## src/rtl/psum_accumulator.sv

```systemverilog
// Accumulates NUM_CHUNKS adder-tree results into one wide sum and queues finished sums in a show-ahead FIFO.
// Optional saturation with a per-entry sticky flag is enabled by defining PSUM_SAT_EN.
module psum_accumulator #(
  parameter int PARTIAL_SUM_BW = 20,
  parameter int ACC_BW         = 24,
  parameter int NUM_CHUNKS     = 4,
  parameter int FIFO_DEPTH     = 4,
  localparam int CW = (NUM_CHUNKS > 1) ? $clog2(NUM_CHUNKS) : 1
) (
  input  logic                             clk,
  input  logic                             rst,
  input  logic                             clear,
  input  logic                             in_valid,
  output logic                             in_ready,
  input  logic signed [PARTIAL_SUM_BW-1:0] in_sum,
  output logic        [CW-1:0]             chunk_idx,
  output logic                             out_valid,
  input  logic                             out_ready,
  output logic signed [ACC_BW-1:0]         out_data,
  output logic                             out_sat
);

  localparam int AW   = $clog2(FIFO_DEPTH);
  localparam int CNTW = AW + 1;
  localparam logic [CW-1:0] LAST_CHUNK = CW'(NUM_CHUNKS - 1);

  logic        [CW-1:0]     r_chunk;
  logic signed [ACC_BW-1:0] r_acc;
  logic signed [ACC_BW-1:0] r_mem [FIFO_DEPTH];
  logic        [AW-1:0]     r_wr_ptr;
  logic        [AW-1:0]     r_rd_ptr;
  logic        [CNTW-1:0]   r_count;

  logic signed [ACC_BW-1:0] w_ext;
  logic signed [ACC_BW-1:0] w_step;
  logic                     w_full;
  logic                     w_accept;
  logic                     w_last;
  logic                     w_push;
  logic                     w_pop;

`ifdef PSUM_SAT_EN
  localparam logic signed [ACC_BW-1:0] ACC_MAX = {1'b0, {(ACC_BW-1){1'b1}}};
  localparam logic signed [ACC_BW-1:0] ACC_MIN = {1'b1, {(ACC_BW-1){1'b0}}};

  logic              r_grp_sat;
  logic              r_sat_mem [FIFO_DEPTH];
  logic [ACC_BW:0]   w_wide;
  logic              w_ovf;
  logic              w_grp_sat_nxt;

  // Widened add: overflow shows as disagreement of the two top bits.
  always_comb begin
    w_wide        = {r_acc[ACC_BW-1], r_acc} + {w_ext[ACC_BW-1], w_ext};
    w_ovf         = (r_chunk != {CW{1'b0}}) && (w_wide[ACC_BW] != w_wide[ACC_BW-1]);
    w_grp_sat_nxt = 1'b0;
    w_step        = w_ext;
    if (r_chunk == {CW{1'b0}}) begin
      w_step        = w_ext;
      w_grp_sat_nxt = 1'b0;
    end else begin
      w_grp_sat_nxt = r_grp_sat | w_ovf;
      if (w_ovf) begin
        w_step = w_wide[ACC_BW] ? ACC_MIN : ACC_MAX;
      end else begin
        w_step = w_wide[ACC_BW-1:0];
      end
    end
  end
`else
  // Wrapping accumulate; chunk 0 starts a fresh group.
  always_comb begin
    w_step = w_ext;
    if (r_chunk == {CW{1'b0}}) begin
      w_step = w_ext;
    end else begin
      w_step = r_acc + w_ext;
    end
  end
`endif

  assign w_ext    = ACC_BW'(in_sum);
  assign w_full   = (r_count == CNTW'(FIFO_DEPTH));
  assign in_ready = ~w_full & ~rst;
  assign w_accept = in_valid & in_ready & ~clear;
  assign w_last   = (r_chunk == LAST_CHUNK);
  assign w_push   = w_accept & w_last;
  assign out_valid = (r_count != {CNTW{1'b0}});
  assign w_pop    = out_valid & out_ready;
  assign chunk_idx = r_chunk;
  assign out_data = out_valid ? r_mem[r_rd_ptr] : {ACC_BW{1'b0}};
`ifdef PSUM_SAT_EN
  assign out_sat  = out_valid ? r_sat_mem[r_rd_ptr] : 1'b0;
`else
  assign out_sat  = 1'b0;
`endif

  // Group state: accumulator, chunk counter and sticky saturation flag.
  always_ff @(posedge clk) begin
    if (rst || clear) begin
      r_acc   <= {ACC_BW{1'b0}};
      r_chunk <= {CW{1'b0}};
`ifdef PSUM_SAT_EN
      r_grp_sat <= 1'b0;
`endif
    end else if (w_accept) begin
      if (w_last) begin
        r_acc   <= {ACC_BW{1'b0}};
        r_chunk <= {CW{1'b0}};
`ifdef PSUM_SAT_EN
        r_grp_sat <= 1'b0;
`endif
      end else begin
        r_acc   <= w_step;
        r_chunk <= r_chunk + CW'(1);
`ifdef PSUM_SAT_EN
        r_grp_sat <= w_grp_sat_nxt;
`endif
      end
    end
  end

  // FIFO storage needs no reset; validity comes from the occupancy count.
  always_ff @(posedge clk) begin
    if (w_push) begin
      r_mem[r_wr_ptr] <= w_step;
`ifdef PSUM_SAT_EN
      r_sat_mem[r_wr_ptr] <= w_grp_sat_nxt;
`endif
    end
  end

  // FIFO pointers and occupancy.
  always_ff @(posedge clk) begin
    if (rst) begin
      r_wr_ptr <= {AW{1'b0}};
      r_rd_ptr <= {AW{1'b0}};
      r_count  <= {CNTW{1'b0}};
    end else begin
      if (w_push) r_wr_ptr <= r_wr_ptr + AW'(1);
      if (w_pop)  r_rd_ptr <= r_rd_ptr + AW'(1);
      case ({w_push, w_pop})
        2'b10:   r_count <= r_count + CNTW'(1);
        2'b01:   r_count <= r_count - CNTW'(1);
        default: r_count <= r_count;
      endcase
    end
  end

endmodule

```

## config.mk

```make
export PLATFORM = sky130hd
export DESIGN_NAME = psum_accumulator
export DESIGN_NICKNAME = d
export VERILOG_FILES = /design/src/rtl/psum_accumulator.sv
export SDC_FILE = /design/constraint.sdc
export NUM_CORES = 1
export LEC_CHECK = 0
export CAP_MARGIN = 10
export CORE_ASPECT_RATIO = 0.7
export CORE_MARGIN = 4
export CORE_UTILIZATION = 52
export CTS_CLUSTER_SIZE = 25
export DETAILED_ROUTE_END_ITERATION = 10
export GPL_TIMING_DRIVEN = 0
export PLACE_DENSITY = 0.76
export SYNTH_ARGS = -nofsm -noshare
export SYNTH_HDL_FRONTEND = slang
export SYNTH_SLANG_ARGS = --single-unit
```

## constraint.sdc

```tcl
create_clock -name clk -period 2.9 [get_ports clk]
set_input_delay 0.58 -clock clk [delete_from_list [all_inputs] [get_ports clk]]
set_output_delay 0.58 -clock clk [all_outputs]
set_load 0.02 [all_outputs]
```

==> results.json <==
{
  "status": "completed",
  "grt_max_degree": 25,
  "layout_common_cells": "96 x edfxtp_1, 34 x dfxtp_1, 32 x nand2_1",
  "clockRootBuffer": "clkbuf_16",
  "cap_violations": 0,
  "seq_area_frac_synth_pct": 55.9,
  "vias_per_cell": 5.97,
  "ys.flop_type": "edfxtp_1",
  "muxShareOfSynthArea_pct": 9.80,
  "groute.layer.met2.usage_pct": 32.1,
  "syn_area_per_cell_sq_um": 13.1,
  "synth_area_leaders": "edfxtp_1 45%, dfxtp_1 11%, mux4_2 8.4%",
  "ir_drop_mv": 0.464,
  "setup_viol": 0,
  "port_buffers": 51,
  "cts_tree": "built",
  "die_x_um": 141,
  "firstDrtPassIters": 5,
  "synth_fa_ha_area_share_pct": 6.48,
  "nFillCells": 857,
  "detail_route.wl_per_cell_um": 19.9,
  "synth_edf_count": 96,
  "finalClockSkew_ps": 8.20,
  "use_met1_pct": 30.7,
  "ys_ff_latch": 131,
  "synth_xor_xnor_area_share_pct": 3.55,
  "num_rows": 33,
  "num_vias": 4399,
  "synth_top_family_by_area": "compound AO/OA/AOI/OAI gates",
  "leakage_nw": 3.19,
  "gr-total-overflow": 0,
  "nNetsFinal": 624,
  "grt_use_met3_pct": 4.69,
  "ctsHoldBuffers": 0,
  "worst_pin_slew_ps": 842,
  "start_kind": "primary input",
  "dieArea_sq_um": 14200,
  "crit_type": "primary input to flop",
  "synth.net_count": 545,
  "multiInputGateArea_sq_um": 2880,
  "dpl.hpwl_um": 9660,
  "drive_gt1_share_pct": 23.4,
  "crit_required_ps": 3050,
  "finalCritPeriodShare_pct": 98.4,
  "start_util_pct": 53.9,
  "grt_usage_pct": 21.3,
  "hp-class": "flop to flop",
  "yosysTopAreaCellShare_pct": 45.0,
  "wirelength_um": 14700,
  "synth.distinct_cells": 57,
  "endpoint_kind": "flop",
  "hold_viol_final": 0,
  "fin_util_pct": 67.8,
  "grt_pass1_wl_um": 22900,
  "fmax_ghz": 0.351,
  "area_delta_synth_final_pct": 25.7,
  "cts.path.max_buffers": 2,
  "grt_pass1_vias": 4340,
  "synth_cells": 488,
  "power.density_nw_per_um2": 569,
  "min_period_ps": 2850,
  "antenna_cells": 0,
  "gp_congestion": 0.894,
  "cts_sinks": 131,
  "synth_compound_area_share_pct": 12.8,
  "cts_buffers": 17,
  "io_pins": 54,
  "drv_slew": 0,
  "yosys.area_share.simple_pct": 9.23,
  "p_total_mw": 4.59,
  "first_iter_violations": 336,
  "timing.setup.tns_ps": 0,
  "yosysWarningCount": 0,
  "antenna_found_initial": 0,
  "synth_top_area_cell": "edfxtp_1",
  "core_area_sq_um": 11900,
  "path_max_fanout": 9,
  "relSlewSlack_pct": 43.3,
  "arrival_ps": 3010,
  "die_h_um": 101,
  "htree_levels": 4,
  "clkLatencyLatePin_ps": 420,
  "async_reset_ff_share_pct": 0,
  "drcViolationCount": 0,
  "final_common_cell": "edfxtp_1",
  "regArea_sq_um": 3590,
  "ant_nets": 0,
  "grt_busiest_layer": "met2",
  "syn-cell-area_sq_um": 6410,
  "clkTransAtPathRegs_ps": 60
}
## critical path: stages
cell,delay [ps]
clkdlybuf4s50_1,510
ha_2,360
a21o_1,260
a2111oi_2,400
a31oi_1,200
a211oi_2,260
xnor2_1,110
mux2_4,310
## report_power, final
group	internal (mW)	switching (mW)
Sequential	2.04	0.0101
Combinational	0.166	0.243
Clock	1.22	0.910
## final timing paths
| check | from | end | slack (ps) | cells after the start |
|---|---|---|---|---|
| min reg2reg | r_acc[16]$_SDFFE_PP0P_ | r_acc[16]$_SDFFE_PP0P_ | 480 | 1 |
| min | r_acc[16]$_SDFFE_PP0P_ | r_acc[16]$_SDFFE_PP0P_ | 480 | 1 |
| max reg2reg | r_acc[0]$_SDFFE_PP0P_ | r_mem[3][22]$_DFFE_PP_ | 130 | 10 |
| max | in_sum[13] | r_mem[0][20]$_DFFE_PP_ | 50 | 8 |
## metrics by stage
step / setup WS [ps] / hold slack [ps] / cell area, sq um / cells
finish: 47.5 / 483 / 8060 / 737
global route: -7.44 / 501 / 8060 / 737
CTS: 2.11 / 481 / 7900 / 734
detailed placement: -767 / 466 / 7130 / 696
global placement: -742 / 462 / 7130 / 696
floorplan: 7.53 / 446 / 6420 / 488
## repair_timing
item                       in CTS  in global routing
setup endpoints to repair     166                175
buffers inserted               10                  3
hold endpoints to repair        0                  0
gates cloned                    0                  0
resized for setup              42                 44
pin swaps                      16                 17
## registers in the layout, summed over array words and instances (netlist names), named ones only
signal and count:
r_count 3, chunk_idx 2, r_rd_ptr 2, r_wr_ptr 2, r_mem 96, r_acc 24
## cell usage after synthesis (2+ instances only)
library cell  count
a22o_1           11
buf_2             5
nor2_1           32
and2_1           31
and3_1            2
a21oi_1          26
dfxtp_1          35
mux2_2            5
ha_1             30
xor2_1            8
buf_1             2
mux4_2           24
or3_1             3
a2111oi_0         3
a211oi_1          2
a31oi_1           5
mux2i_1           2
o21ai_0          19
a21o_1            9
fa_1              2
o21ai_2           2
o21ai_1           3
and4_1            2
edfxtp_1         96
clkbuf_1         16
xnor2_1          18
o211ai_1          2
nand3_1           4
nand2_1          34
nand2b_1          3
nor3_1            7
a22oi_1           7
inv_1            11
a221o_1           4
## routing by layer
metal | share of wire [%] | vias to the layer above
li1 | - | 2014
met1 | 46 | 2192
met2 | 46 | 175
met3 | 6.6 | 18
met4 | 1.3 | 0
met5 | 0 | -
## kinds of logic after synthesis
logic type,after synthesis
flip-flops,131
AND/OR/NAND/NOR,122
AO/OA/AOI/OAI,109
buffers and inverters,35
adder cells (fa/ha/maj),32
multiplexers,32
XOR/XNOR,26
other,1
## final cells by class
class | instances | share of cell area (%)
Tap cell | 157 | 2.44
Timing Repair Buffer | 64 | 8.07
Multi-Input combinational cell | 322 | 35.7
Clock buffer | 17 | 5.28
Clock inverter | 15 | 2.03
Buffer | 20 | 1.44
Inverter | 11 | 0.512
Sequential cell | 131 | 44.5
(Power assumes the default switching activity.)
==> RTL change 1, RTL diff (same flow settings) <==
The parameter `NUM_CHUNKS` goes from 4 to 8.
--- a/src/rtl/psum_accumulator.sv
+++ b/src/rtl/psum_accumulator.sv
@@ -3,7 +3,7 @@
 module psum_accumulator #(
   parameter int PARTIAL_SUM_BW = 20,
   parameter int ACC_BW         = 24,
-  parameter int NUM_CHUNKS     = 4,
+  parameter int NUM_CHUNKS     = 8,
   parameter int FIFO_DEPTH     = 4,
   localparam int CW = (NUM_CHUNKS > 1) ? $clog2(NUM_CHUNKS) : 1
 ) (
Ports: changed (resized chunk_idx); port bits go from 54 to 55. The function was not compared with the original's and may differ.
==> RTL change 1 against the original RTL <==
  * Total power decreased by 1.4%
  * Worst hold slack lost 9.7 ps
  * Clock power shrank 4%
  * Sequential share of layout area shrank 0.081 points
  * Register-to-register slack better by 60 ps
  * Critical path type unchanged
  * Sequential cell count increased by 1
  * Routed wire length up 3.8%
  * Worst setup slack got worse by 18 ps
  * Fmax decreased by 0.62%
  * Design area rose by 0.78%
  * Synthesized area rose by 1.1%
  * Synthesized cell count is 5.9% higher
  * Largest power group is now sequential cells
==> RTL change 1: results (changes against the original RTL) <==
* Number of buffer cells added on primary ports at 53 (+3.9%)
* Share of layout cells above drive strength 1 at 0.196 (-0.0381)
* Top Registers: r_mem: 96 flops, r_acc: 24 flops
* Filler instances at 824 (-3.9%)
* Initial antenna violation count at 0 (unchanged)
* Most frequent cells after synthesis: 96 x edfxtp_1, 44 x nand2_1, 36 x dfxtp_1, 31 x ha_1, 31 x nor2_1
* Number of design-rule violations left by the first detailed-router iteration at 318 (-5.4%)
* Fraction of synthesized area in multiplexers at 0.0849 (-0.0130)
* Number of distinct library cells after synthesis at 56 (-1.8%)
* Total half-perimeter wirelength after legalization and detailed placement at 10.1 mm (+4.2%)
* Wire per inst at 20.0 um (+0.28%)
* Clock buffer count from CTS at 17 (unchanged)
* Post-detailed-route DRC marker count at 0 (unchanged)
* Sequential area share after synthesis at 0.556 (-0.00295)
* Global-route wire length before repair at 23.3 mm (+1.9%)
* Synthesized-area fraction occupied by xor and xnor cells at 0.0324 (-0.00309)
* VDD IR-drop max at 0.000447 V (-3.8%)
* Int Pwr at 3410 uW (-0.50%)
* Via count of the first global-routing pass at 4380 (+0.92%)
* Run status: completed
* Max Fanout on Critical Path at 4 (-5)
* Global router's overall resource usage at 0.214 (+0.00120)
* Arrival time of data at the critical path endpoint at 2990 ps (-20 ps)
* Largest net degree at the start of global routing at 25 (unchanged)
* Leading post-synthesis cells by cell area: edfxtp_1 44%, dfxtp_1 11%, mux4_2 8.3%
* Worst slew pin tran at 918 ps (+75.7 ps)
* Leakage power total at 0.00322 uW (+0.96%)
* Cell area reported after detailed placement at 0.00721 mm2 (+1.1%)
* Arithmetic-cell share of the synthesized area counting full adders, half adders and majority gates at 0.0660 (+0.00123)
* Total number of nets in the final design at 651 (+4.3%)
* Insertion delay to the later sink of the worst-skew pair at 420 ps (about the same)
* Post-synthesis net count at 575 (+5.5%)
* Worst clock skew on the final layout at 10.7 ps (+2.45 ps)
* Final GP Congestion at 0.954 (+6.7%)
* Combined flip-flop and latch cell area at 0.00361 mm2 (+0.59%)
* Post-synthesis compound-gate area fraction at 0.129 (+0.000935)
* Vias after detailed routing at 4528 (+2.9%)
-- RTL change 1: cells by family (layout without fill, tap and decap cells) --
family / Yosys count / count (layout)
multiplexers: 25 / 25
AND/OR/NAND/NOR: 141 / 141
XOR/XNOR: 24 / 24
adder cells (fa/ha/maj): 33 / 33
other: 1 / 1
flip-flops: 132 / 132
AO/OA/AOI/OAI: 119 / 119
buffers and inverters: 42 / 131
-- RTL change 1: cell type report --
cell class / count / share of cell area
multi-input combinational: 343 / 0.359
clock inverter: 15 / 0.0176
inverter: 15 / 0.00693
clock buffer: 17 / 0.0524
sequential: 132 / 0.444
buffer: 21 / 0.0151
tap: 157 / 0.0242
timing repair buffer: 63 / 0.0809
-- RTL change 1: through the flow --
step                hold slack, ps  instances  setup TNS, ps  setup slack, ps  power [uW]
finish                         473        763              0             29.8        4520
detailed placement             458        727         -84500             -963        2450
floorplan                      433        517              0              183        2320
CTS                            474        762              0             1.73        4490
global route                   498        763           -384            -62.4        4670
global placement               451        727         -78340             -944        2430
-- RTL change 1: final timing paths --
kind                     start            to  slack, ps  depth (start not counted)
setup reg to reg  chunk_idx[0]    r_count[2]        190                         12
setup / recovery     in_sum[2]  r_mem[2][22]         30                         10
hold reg to reg      r_acc[17]     r_acc[17]        470                          2
hold / removal       r_acc[17]     r_acc[17]        470                          2
-- RTL change 1: layer usage --
layer / part of all wire / GRT usage
met4: 0.013 / 0.0575
met1: 0.44 / 0.303
met3: 0.065 / 0.0514
met5: 0 / 0
met2: 0.48 / 0.337
-- RTL change 1: critical path, stage by stage --
cell and delay [ps]:
clkdlybuf4s50_1 530, ha_4 240, nor2b_2 160, o31a_1 340, o221ai_4 260, a31oi_4 140
a21oi_4 250, o21ai_2 110, xnor2_2 260, o21ai_4 120
-- RTL change 1: what timing repair did --
item                                    CTS  global route
endpoints found under the setup margin  161            79
resized for setup                        36            48
pin swaps                                11             9
setup buffers                             6             4
-- RTL change 1: power by group through the flow --
stage               registers (uW)  clock network [uW]  logic (uW)
floorplan                     2100                   0         223
global placement              2100                   0         331
detailed placement            2100                   0         345
CTS                           2060                2070         367
global route                  2060                2170         441
finish                        2060                2050         411
==> RTL change 2, RTL diff (config.mk and constraints unchanged) <==
Without the edit above. Reset style: asynchronous (`rst`), changed in one clocked block.
--- a/src/rtl/psum_accumulator.sv
+++ b/src/rtl/psum_accumulator.sv
@@ -131,7 +131,7 @@
   end
 
   // FIFO pointers and occupancy.
-  always_ff @(posedge clk) begin
+  always_ff @(posedge clk or posedge rst) begin
     if (rst) begin
       r_wr_ptr <= {AW{1'b0}};
       r_rd_ptr <= {AW{1'b0}};
Formal check against the unedited RTL: not equivalent (Yosys sat finds a counterexample within 10 cycles, from zero or initial values and one cycle with rst high; the reset may be asserted at any time).
==> RTL change 2 against the original RTL <==
  * Non-clock buffer count rose by 3
  * Design area up 0.81%
  * Sequential cell count shrank 2
  * Critical path type is now flop to primary output
  * Worst setup slack improved by 7.8 ps
  * Largest cell class unchanged
  * Utilization increased by 0.79 points
  * Routed wire length is 1.4% higher
  * Sequential share of layout area fell by 0.42 points
  * Synthesized area is 0.57% lower
Power is not compared: it rests on default switching activity, and its combinational part moved more than twofold at a synthesized area within 25%.
==> RTL change 2: results (changes against the original RTL) <==
* Run status: completed
* Most frequent cells after synthesis: 96 x edfxtp_1, 35 x nand2_1, 31 x and2_1, 30 x ha_1, 26 x dfxtp_1
* CTS HTree Levels at 4 (unchanged)
* Post-synthesis net count at 535 (-1.8%)
* Detailed-routing iteration count for the pre-antenna-repair pass at 5 (unchanged)
* Vias after detailed routing at 4363 (-0.82%)
* Warnings, synthesis at 0 (unchanged)
* Leading post-synthesis cells by cell area: edfxtp_1 45%, mux4_2 8.5%, dfxtp_1 8.2%
* Initial antenna violation count at 0 (unchanged)
* Leakage power total at 0.00314 uW
* Worst path max stage delay at 530 ps (+20 ps)
* Worst setup timing slack at the placement stage at -756 ps (+10.5 ps)
* Clock buffer count from CTS at 17 (unchanged)
* Number of flip-flops under the largest register name at 96 (unchanged)
* Clock slew at the register clock pins of the worst setup and hold paths at 60 ps (about the same)
* Arrival time of data at the critical path endpoint at 2260 ps (-750 ps)
* Sequential area share after synthesis at 0.561 (+0.00240)
* Number of buffer cells added on primary ports at 52 (+2.0%)
* Number of enable-type register cells in the synthesized netlist at 96 (unchanged)
* Number of design-rule violations left by the first detailed-router iteration at 470 (+40%)
* Total half-perimeter wirelength after legalization and detailed placement at 10.0 mm (+3.6%)
* Wire per inst at 20.4 um (+2.3%)
* Worst slew pin tran at 624 ps (-218 ps)
* Number of distinct library cells after synthesis at 58 (+1.8%)
* Met1 capacity usage during global routing at 0.318 (+0.0114)
* Number of nets still failing antenna checks after routing at 0 (unchanged)
* Master of the slowest instance on the critical path: clkdlybuf4s50_1
* Global-route wire length before repair at 23.8 mm (+4.0%)
* Final GP Congestion at 0.878 (-1.8%)
* VDD IR-drop max at 0.000494 V
* Largest net degree at the start of global routing at 17 (-32%)
* Share of layout cells above drive strength 1 at 0.240 (+0.00594)
* Total number of nets in the final design at 618 (-0.96%)
* Global router's overall resource usage at 0.220 (+0.00682)
* Longest Clk Path Bufs at 2 (unchanged)
* Asr flop ratio synth at 0.0543 (+0.0543)
* Diode insertion count for antenna repair at 0 (unchanged)
* Dominant delay contributor by cell family on the critical path: buffers and inverters
* Max Fanout on Critical Path at 5 (-4)
* Top Registers: r_mem: 96 flops, r_acc: 24 flops, r_count: 3 flops
* Met3 capacity usage during global routing at 0.0431 (-0.00379)
* Worst clock skew on the final layout at 7.97 ps (-0.230 ps)
* GRT met2 Usage at 0.339 (+0.0187)
* Path class of the lowest-slack min-delay path: flop to flop
* Clock root cell: clkbuf_16
* Insertion delay to the later sink of the worst-skew pair at 420 ps (about the same)
[RTL change 2: cell types whose count changed after synthesis, sizes merged]
cell    unedited run  this run
dfxtp             35        26
dfrtp              0         7
nor2              32        25
a21oi             26        24
clkbuf            16        15
inv               11        12
nand2             34        35
or3                3         2
xnor2             18        19
[RTL change 2: area by class of cell]
class                      count  area, um2
clock buffer                  18        439
fill                         813       3720
multi-input combinational    314       2870
clock inverter                14        139
buffer                        19        115
sequential                   129       3580
tap                          157        196
timing repair buffer          68        734
inverter                      12       45.0
[RTL change 2: worst paths after layout]
check | startpoint | end | slack, ps | depth (start not counted)
max in group asynchronous | rst | r_rd_ptr[0] | 2170 | 2
min in group asynchronous | rst | r_rd_ptr[1] | 500 | 2
worst min register to register | r_acc[17] | r_acc[17] | 480 | 1
worst max-delay path | r_rd_ptr[0] | out_data[0] | 60 | 4
worst max register to register | r_acc[0] | r_mem[2][22] | 90 | 10
worst min-delay path | r_acc[17] | r_acc[17] | 480 | 1
[RTL change 2: cell families after synthesis]
| kind of cell | after synthesis | share of synthesized area |
|---|---|---|
| DFF | 129 | 0.561 |
| and+or+nand+nor | 115 | 0.0883 |
| AOI/OAI and AO/OA | 107 | 0.127 |
| buffers and inverters | 35 | 0.0220 |
| adders and majority gates | 32 | 0.0652 |
| muxes | 32 | 0.0985 |
| xor gates and xnor gates | 27 | 0.0371 |
| other | 1 | 0.000588 |
[RTL change 2: metrics by stage]
step / power, uW / instance area [um2] / cells
after floorplan: 3550 / 6390 / 478
after global placement: 4280 / 7100 / 687
after detailed placement: 4320 / 7210 / 691
after CTS: 6420 / 7940 / 729
after global routing: 6710 / 8130 / 731
final: 6410 / 8130 / 731
[RTL change 2: worst reg2reg max path: cells and delay by family (launching register included)]
kind                       cells  cell delay, ps
AOI/OAI and AO/OA              6            1180
xor gates and xnor gates       1             140
adders and majority gates      2             580
DFF                            1             340
muxes                          1             320
[RTL change 2: per-layer routing]
metal,wire length (um),vias up
met1,6810,2220
li1,-,1984
met5,0,-
met2,7100,140
met4,160,0
met3,840,19
[RTL change 2: repair_timing]
item,CTS,global route
pin swaps,14,14
setup endpoints to repair,93,106
gates resized for setup,45,49
buffers inserted,9,3
hold buffers,0,0
[RTL change 2: report_power, final]
| part | switching (uW) | internal, uW |
|---|---|---|
| registers | 81.1 | 2090 |
| logic | 1110 | 1050 |
| clock network | 801 | 1280 |
